File: config.mk
export PLATFORM = sky130hd
export DESIGN_NAME = instr_fetch
export DESIGN_NICKNAME = d
export VERILOG_FILES = /design/src/rtl/instr_fetch.sv
export SDC_FILE = /design/constraint.sdc
export NUM_CORES = 1
export LEC_CHECK = 0
export CAP_MARGIN = 20
export CORE_ASPECT_RATIO = 0.8
export CORE_UTILIZATION = 30
export CTS_CLUSTER_DIAMETER = 50
export DETAILED_ROUTE_END_ITERATION = 8
export PLACE_DENSITY_LB_ADDON = 0.12
export SLEW_MARGIN = 20
export SYNTH_ARGS = -nofsm -noshare
export SYNTH_HDL_FRONTEND = slang
export SYNTH_SLANG_ARGS = --single-unit
File: constraint.sdc
create_clock -name clk -period 1.5 [get_ports clk]
set_input_delay 0.3 -clock clk [delete_from_list [all_inputs] [get_ports clk]]
set_output_delay 0.3 -clock clk [all_outputs]
set_load 0.05 [all_outputs]
File: src/rtl/instr_fetch.sv
// Instruction fetch unit: reads instruction RAM at the current PC and holds
// the result in an instruction register until the control unit acks it.
// Optional feature macro: FETCH_STALL_CNT_EN adds a saturating stall counter
// output (stall_cnt) that counts edges spent in WAIT or HOLD.
module instr_fetch #(
  parameter int ADDR_W      = 16,
  parameter int DATA_W      = 16,
  parameter int MEM_LATENCY = 1
) (
  input  logic              clk,
  input  logic              reset,
  input  logic [ADDR_W-1:0] pc_in,
  input  logic              fetch_req,
  input  logic              flush,
  output logic [ADDR_W-1:0] mem_addr,
  output logic              mem_rd_en,
  input  logic [DATA_W-1:0] mem_rdata,
  output logic [DATA_W-1:0] ir_out,
  output logic              ir_valid,
  input  logic              ir_ack,
  output logic              pc_inc,
`ifdef FETCH_STALL_CNT_EN
  output logic              busy,
  output logic [15:0]       stall_cnt
`else
  output logic              busy
`endif
);

  localparam int CNT_W = 3;

  typedef enum logic [1:0] {S_IDLE, S_WAIT, S_HOLD} state_t;

  state_t              state_reg, state_next;
  logic                busy_reg;
  logic [CNT_W-1:0]    cnt_reg, cnt_next;
  logic [ADDR_W-1:0]   mem_addr_reg, mem_addr_next;
  logic                mem_rd_en_reg, mem_rd_en_next;
  logic [DATA_W-1:0]   ir_reg, ir_next;
  logic                ir_valid_reg, ir_valid_next;
  logic                pc_inc_reg, pc_inc_next;

  // State register; busy is registered alongside so it tracks the state exactly
  always_ff @(posedge clk or negedge reset) begin
    if (!reset) begin
      state_reg <= S_IDLE;
      busy_reg  <= 1'b0;
    end else begin
      state_reg <= state_next;
      busy_reg  <= (state_next != S_IDLE);
    end
  end

  // Next-state logic; flush always returns to IDLE and beats both ack and request
  always_comb begin
    state_next = state_reg;
    case (state_reg)
      S_IDLE: if (fetch_req && !flush) state_next = S_WAIT;
      S_WAIT: begin
        if (flush)               state_next = S_IDLE;
        else if (cnt_reg == '0)  state_next = S_HOLD;
      end
      S_HOLD: if (flush || ir_ack) state_next = S_IDLE;
      default: state_next = S_IDLE;
    endcase
  end

  // Next values of the registered outputs and the latency counter
  always_comb begin
    cnt_next       = cnt_reg;
    mem_addr_next  = mem_addr_reg;
    mem_rd_en_next = 1'b0;
    ir_next        = ir_reg;
    ir_valid_next  = ir_valid_reg;
    pc_inc_next    = 1'b0;
    case (state_reg)
      S_IDLE: begin
        if (fetch_req && !flush) begin
          mem_addr_next  = pc_in;
          mem_rd_en_next = 1'b1;
          cnt_next       = CNT_W'(MEM_LATENCY);
        end
      end
      S_WAIT: begin
        if (flush) begin
          ir_valid_next = 1'b0;
        end else if (cnt_reg == '0) begin
          ir_next       = mem_rdata;
          ir_valid_next = 1'b1;
        end else begin
          cnt_next = cnt_reg - 1'b1;
        end
      end
      S_HOLD: begin
        if (flush) begin
          ir_valid_next = 1'b0;
        end else if (ir_ack) begin
          ir_valid_next = 1'b0;
          pc_inc_next   = 1'b1;
        end
      end
      default: ir_valid_next = 1'b0;
    endcase
  end

  // Output and counter registers
  always_ff @(posedge clk or negedge reset) begin
    if (!reset) begin
      cnt_reg       <= '0;
      mem_addr_reg  <= '0;
      mem_rd_en_reg <= 1'b0;
      ir_reg        <= '0;
      ir_valid_reg  <= 1'b0;
      pc_inc_reg    <= 1'b0;
    end else begin
      cnt_reg       <= cnt_next;
      mem_addr_reg  <= mem_addr_next;
      mem_rd_en_reg <= mem_rd_en_next;
      ir_reg        <= ir_next;
      ir_valid_reg  <= ir_valid_next;
      pc_inc_reg    <= pc_inc_next;
    end
  end

  assign mem_addr  = mem_addr_reg;
  assign mem_rd_en = mem_rd_en_reg;
  assign ir_out    = ir_reg;
  assign ir_valid  = ir_valid_reg;
  assign pc_inc    = pc_inc_reg;
  assign busy      = busy_reg;

`ifdef FETCH_STALL_CNT_EN
  logic [15:0] stall_cnt_reg;

  // Saturating count of edges spent in WAIT or HOLD; only reset clears it
  always_ff @(posedge clk or negedge reset) begin
    if (!reset) begin
      stall_cnt_reg <= '0;
    end else if (state_reg != S_IDLE && stall_cnt_reg != 16'hFFFF) begin
      stall_cnt_reg <= stall_cnt_reg + 16'd1;
    end
  end

  assign stall_cnt = stall_cnt_reg;
`endif

endmodule

==> summary.txt <==
Synth
  • Synth Instances: 110
  • Post-synthesis cell area: 1740 um^2
  • Library cell with the highest instance count after synthesis: sky130_fd_sc_hd__dfrtp_1
  • Commonest cells post-synth: sky130_fd_sc_hd__dfrtp_1 (41), sky130_fd_sc_hd__mux2_2 (24), sky130_fd_sc_hd__mux2_4 (8), sky130_fd_sc_hd__buf_6 (4), sky130_fd_sc_hd__nor2_1 (4)
  • Syn avg cell area: 15.8 um^2
  • Cell taking the most area after synthesis: sky130_fd_sc_hd__dfrtp_1
  • Number of synthesized flops with an enable pin: 0
  • Yosys top cell area share: 58.9%
  • Share of the yosys chip area belonging to registers: 58.9%
  • Post-synthesis net count: 149
  • Most instantiated flip-flop cell in the synthesis netlist: sky130_fd_sc_hd__dfrtp_1
  • Distinct cell type count of the synthesized netlist: 27
  • Ys Warns: 0
  • Number of storage elements in the synthesis netlist: 41
  • Async set-reset flop share out of synthesis: 100%
  • Biggest area contributors in the synthesized netlist: sky130_fd_sc_hd__dfrtp_1 (59%), sky130_fd_sc_hd__mux2_2 (16%), sky130_fd_sc_hd__mux2_4 (6.9%), sky130_fd_sc_hd__buf_6 (2.6%), sky130_fd_sc_hd__nand4bb_4 (1.6%)

Floorplan
  • Total die area: 6120 um^2
  • Vert. Die Dim: 70.2 um
  • Count of pins on the block boundary: 73
  • Number of cell rows: 24
  • Die X: 87.2 um
  • Starting density of the core: 31.5%
  • Area of the placeable core: 5530 um^2

Clock network
  • CTS max path bufs: 2
  • Post-CTS clock slew at the launch and capture registers of the worst setup and hold paths: 80 ps
  • Clk sinks: 41
  • Source-to-sink clock delay at the later pin of the worst-skew pair: 290 ps
  • Clock tree from TritonCTS: done
  • H-tree depth: 2
  • Clock root cell: sky130_fd_sc_hd__clkbuf_8
  • Clock buffer count from CTS: 5

STA
  • Min Tclk post-route: 1510 ps
  • Slew HR: 69.4%
  • Final hold viol count: 0
  • Final clock skew: 4.86 ps
  • Slew at the pin closest to its max-slew limit: 460 ps
  • Number of max-slew violations in the final report: 0
  • FMAX: 660 MHz
  • Setup repair after global routing missed its margin: true
  • Setup violation total in the final timing report: 15
  • Crit share post-route: 101%
  • PnR worst setup slack: -14.4 ps

Run status
  • Result of the run: finished with violations
  • Violations in the final reports: setup timing

Critical path
  • Critical path startpoint category: register
  • Setup Crit Path Kind: register to register
  • Required time of the worst setup path: 1680 ps
  • Data arrival time at the worst-slack endpoint: 1690 ps
  • CP endpoint kind: register
  • Largest driver fanout on the critical path: 4

Final layout
  • Nets: 245
  • Number of inserted filler cells in the final layout: 451
  • Layout cell share with drive strength beyond 1: 52.2%
  • Finished layout cell area: 3280 um^2
  • Area overhead of the layout relative to synthesis: 88.4%
  • Number of antenna cells inserted: 0

Detailed routing
  • Count of TritonRoute iterations in the first routing pass: 4
  • ANT nets after route: 0
  • Via count normalized by instance count: 4.34
  • DRC violations left: 0
  • Total Wirelength: 4.22 mm
  • Vias: 1238
  • Drt initial violations: 35
  • Avg WL per Cell: 14.8 um

Global route
  • Global-route wire length before repair: 7.02 mm
  • GR Util All Layers: 15.2%
  • Antenna violations before repair: 0
  • Largest net degree at the start of global routing: 24
  • Via count of the first global-routing pass: 1368
  • Overflow after GRT: 0

Placed design
  • Post-place setup slack: -318 ps
  • GP Congestion: 0.760
  • Placed cell area: 2960 um^2
  • Number of I/O port buffers: 72
  • Post-DP HPWL: 2.89 mm

Power and ir drop
  • Maximum ir drop on the vdd rail: 1070 uV
  • Total chip power: 7250 uW
  • PD cells: 2210 nW/um^2
  • Leak pwr: 0.00147 uW

Worst hold path
  • Worst hold path type: primary input to async pin

Flow run
  • Number of maximum-capacitance violations: 0
==> metal layers <==
metal / global-route usage [%] / wire (um)
met5: 0 / 0
met4: 3.83 / 29
met3: 6.03 / 346
met2: 25.1 / 2100
met1: 18.6 / 1740
==> critical path: stages (launching register included) <==
cell                        delay, ps
sky130_fd_sc_hd__dfrtp_1          390
sky130_fd_sc_hd__inv_2             90
sky130_fd_sc_hd__ha_4             150
sky130_fd_sc_hd__nand4bb_4        180
sky130_fd_sc_hd__nor2_4           170
sky130_fd_sc_hd__buf_6            130
sky130_fd_sc_hd__mux2_4           290
==> stage by stage <==
step	util [%]	hold WS [ps]	TNS [ps]	instances
floorplan	-	4.41	-506	110
global placement	53.6	274	-8750	266
detailed placement	53.6	277	-9300	266
CTS	57.9	501	-259	281
global route	59.4	533	-1050	285
finish	59.4	485	-107	285
==> layout by cell type (no fill, tap or decap), types with 2 or more instances in the layout <==
master | Yosys | routed
sky130_fd_sc_hd__buf_12 | 1 | 38
sky130_fd_sc_hd__nand2_1 | 2 | 2
sky130_fd_sc_hd__a21oi_1 | 2 | 2
sky130_fd_sc_hd__clkdlybuf4s50_1 | 0 | 34
sky130_fd_sc_hd__clkbuf_8 | 0 | 7
sky130_fd_sc_hd__mux2_4 | 8 | 27
sky130_fd_sc_hd__clkbuf_16 | 0 | 2
sky130_fd_sc_hd__mux2i_1 | 2 | 2
sky130_fd_sc_hd__buf_6 | 4 | 3
sky130_fd_sc_hd__buf_4 | 0 | 14
sky130_fd_sc_hd__nor2_1 | 4 | 4
sky130_fd_sc_hd__dfrtp_1 | 41 | 40
sky130_fd_sc_hd__mux2_2 | 24 | 5
sky130_fd_sc_hd__o21ai_0 | 2 | 2
sky130_fd_sc_hd__inv_2 | 0 | 2
==> where the power goes <==
part           switching (uW)  total (uW)  internal (uW)
Sequential                486        2040           1550
Clock                     367         783            416
Combinational            2030        4430           2400
Total                    2880        7250           4370
==> kinds of logic after synthesis <==
| kind of cell | Yosys count | share of synthesized area, % |
|---|---|---|
| DFF | 41 | 58.9 |
| adders and majority gates | 2 | 1.44 |
| buffers and inverters | 9 | 4.67 |
| and+or+nand+nor | 16 | 8.62 |
| muxes | 34 | 23.6 |
| AOI/OAI and AO/OA | 8 | 2.80 |
==> worst paths after layout <==
path	start	endpoint	slack, ps	depth (start not counted)
setup / recovery	cnt_reg[0]	ir_out[15]	-10	6
hold / removal	reset	ir_out[8]	480	2
setup reg to reg	cnt_reg[0]	ir_out[15]	-10	6
hold reg to reg	mem_addr[8]	mem_addr[8]	580	1
max in group asynchronous	reset	ir_out[5]	530	3
min in group clk	mem_addr[8]	mem_addr[8]	580	1
==> layout make-up <==
| class | count | area (um^2) | area share (%) |
|---|---|---|---|
| clock buffers | 7 | 96.3 | 2.94 |
| clock inverters | 1 | 5.00 | 0.153 |
| inverters | 3 | 11.3 | 0.343 |
| multi-input cells | 61 | 729 | 22.2 |
| flip-flops and latches | 41 | 1030 | 31.3 |
| well taps | 78 | 97.6 | 2.97 |
| repair buffers | 94 | 1310 | 40.0 |
==> timing repair <==
item                                   in CTS  in global routing
endpoints found under the hold margin      18                  0
gates cloned                                1                  2
resized for setup                          23                  4
setup endpoints to repair                  24                 24
setup buffers                               5                  2
pin swaps                                   3                  3
hold buffers                                1                  0
Note: power is estimated with default switching activity, not from simulation.
==> variant (same settings) <==
The 3 states of `state_t` get a one-hot encoding in 3 bits.
--- a/src/rtl/instr_fetch.sv
+++ b/src/rtl/instr_fetch.sv
@@ -31,3 +31,3 @@
 
-  typedef enum logic [1:0] {S_IDLE, S_WAIT, S_HOLD} state_t;
+  typedef enum logic [2:0] {S_IDLE = 3'b001, S_WAIT = 3'b010, S_HOLD = 3'b100} state_t;
 
Behaviour: no difference found for any inputs over 10 cycles, from zero or initial values and one cycle with reset low; not proved beyond that.
==> variant against the unedited design <==
The flow still finishes with violations (setup timing); die area decreased by 1.7%; worst setup slack improved by 0.0087 ns; hold slack improved by 0.013 ns; synthesized area decreased by 1.7%; sequential cell count increased by 1; routed wire length increased by 0.47%; critical path depth unchanged; core utilization increased by 0.13 points; cell area decreased by 0.88%; critical endpoint is now cnt_reg[2]; critical path type unchanged.
Power is not compared: it rests on default switching activity, and its combinational part moved more than twofold at a synthesized area within 25%.
==> variant: results (changes against the unedited design) <==
[final_layout]
clock_area_frac=0.0339  ; +0.00297
multiInputGateArea_um2=711  ; -2.6%
drive_above_1_share=0.539  ; +0.0171
nets=244  ; -0.41%
signal_buffers=93  ; -1.1%
seq_area_um2=1050  ; +2.7%
multi_input_gates=60  ; -1.6%
buffer_area_frac=0.390  ; -0.0107

[global_routing]
grt_pass1_wl_um=6580  ; -6.4%
grt_pass1_vias=1343  ; -1.8%
globalRouteTotalUtil=0.146  ; -0.00602
grt_max_degree=21  ; -13%

[route]
vias=1195  ; -3.5%
vias_per_cell=4.21  ; -3.1%
wirelength_um=4240  ; +0.47%
drt_iter0_drc=23  ; -34%

[timing]
clock_skew_ns=0.00877  ; +0.00391 ns
timing.final.ws_setup_ns=-0.00562  ; +0.00874 ns
setup_viol=2  ; -13
setup_tns_ns=-0.00990  ; +0.0971 ns

[clocking]
cts_setup_buffers=7  ; +2

[place]
postPlaceCellArea_um2=2960  ; about the same
place_congestion=0.673  ; -11%

[synthesis]
syn_inst=108  ; -1.8%
seq_area_frac_synth=0.615  ; +0.0257
synth_compound_area_frac=0.0256  ; -0.00243
syn_nets=147  ; -1.3%
synthTopCellsByArea=dfrtp_1 (60%), mux2_2 (16%), mux2_4 (7.0%)
netlist_top_cells_count=dfrtp_1 (41), mux2_2 (24), mux2_4 (8)
synthMuxAreaShare=0.234  ; -0.00171
synth-seq-cells=42  ; +2.4%

[run_status]
outcome=finished, violations left
violations=setup timing

[worst_setup_path]
crit_fanout=3  ; -1
cp_top_family=simple AND/OR/NAND/NOR gates

[variant: changes by cell type in the layout (fill, tap and decap cells not counted), sizes merged, moves of 2 or more]
cell / unedited run / this run
and4b: 0 / 2
or3b: 2 / 0
clkbuf: 9 / 6
nor2b: 0 / 3
nor3b: 0 / 2
[variant: worst paths after layout]
| path | start | end | slack [ns] |
|---|---|---|---|
| worst min-delay path | reset | mem_addr[6] | 0.50 |
| worst max-delay path | cnt_reg[0] | cnt_reg[2] | -0.006 |
| worst min register to register | cnt_reg[1] | cnt_reg[1] | 0.51 |
| worst max register to register | cnt_reg[0] | cnt_reg[2] | -0.006 |
| min in group clk | cnt_reg[1] | cnt_reg[1] | 0.51 |
| max in group asynchronous | reset | mem_addr[11] | 0.52 |
[variant: per-layer routing]
layer / vias up / wire (µm) / global-route usage
met1: 570 / 1790 / 0.175
met3: 4 / 330 / 0.0607
met2: 51 / 2080 / 0.234
met4: 0 / 35 / 0.0556
met5: - / 0 / 0
li1: 570 / - / -
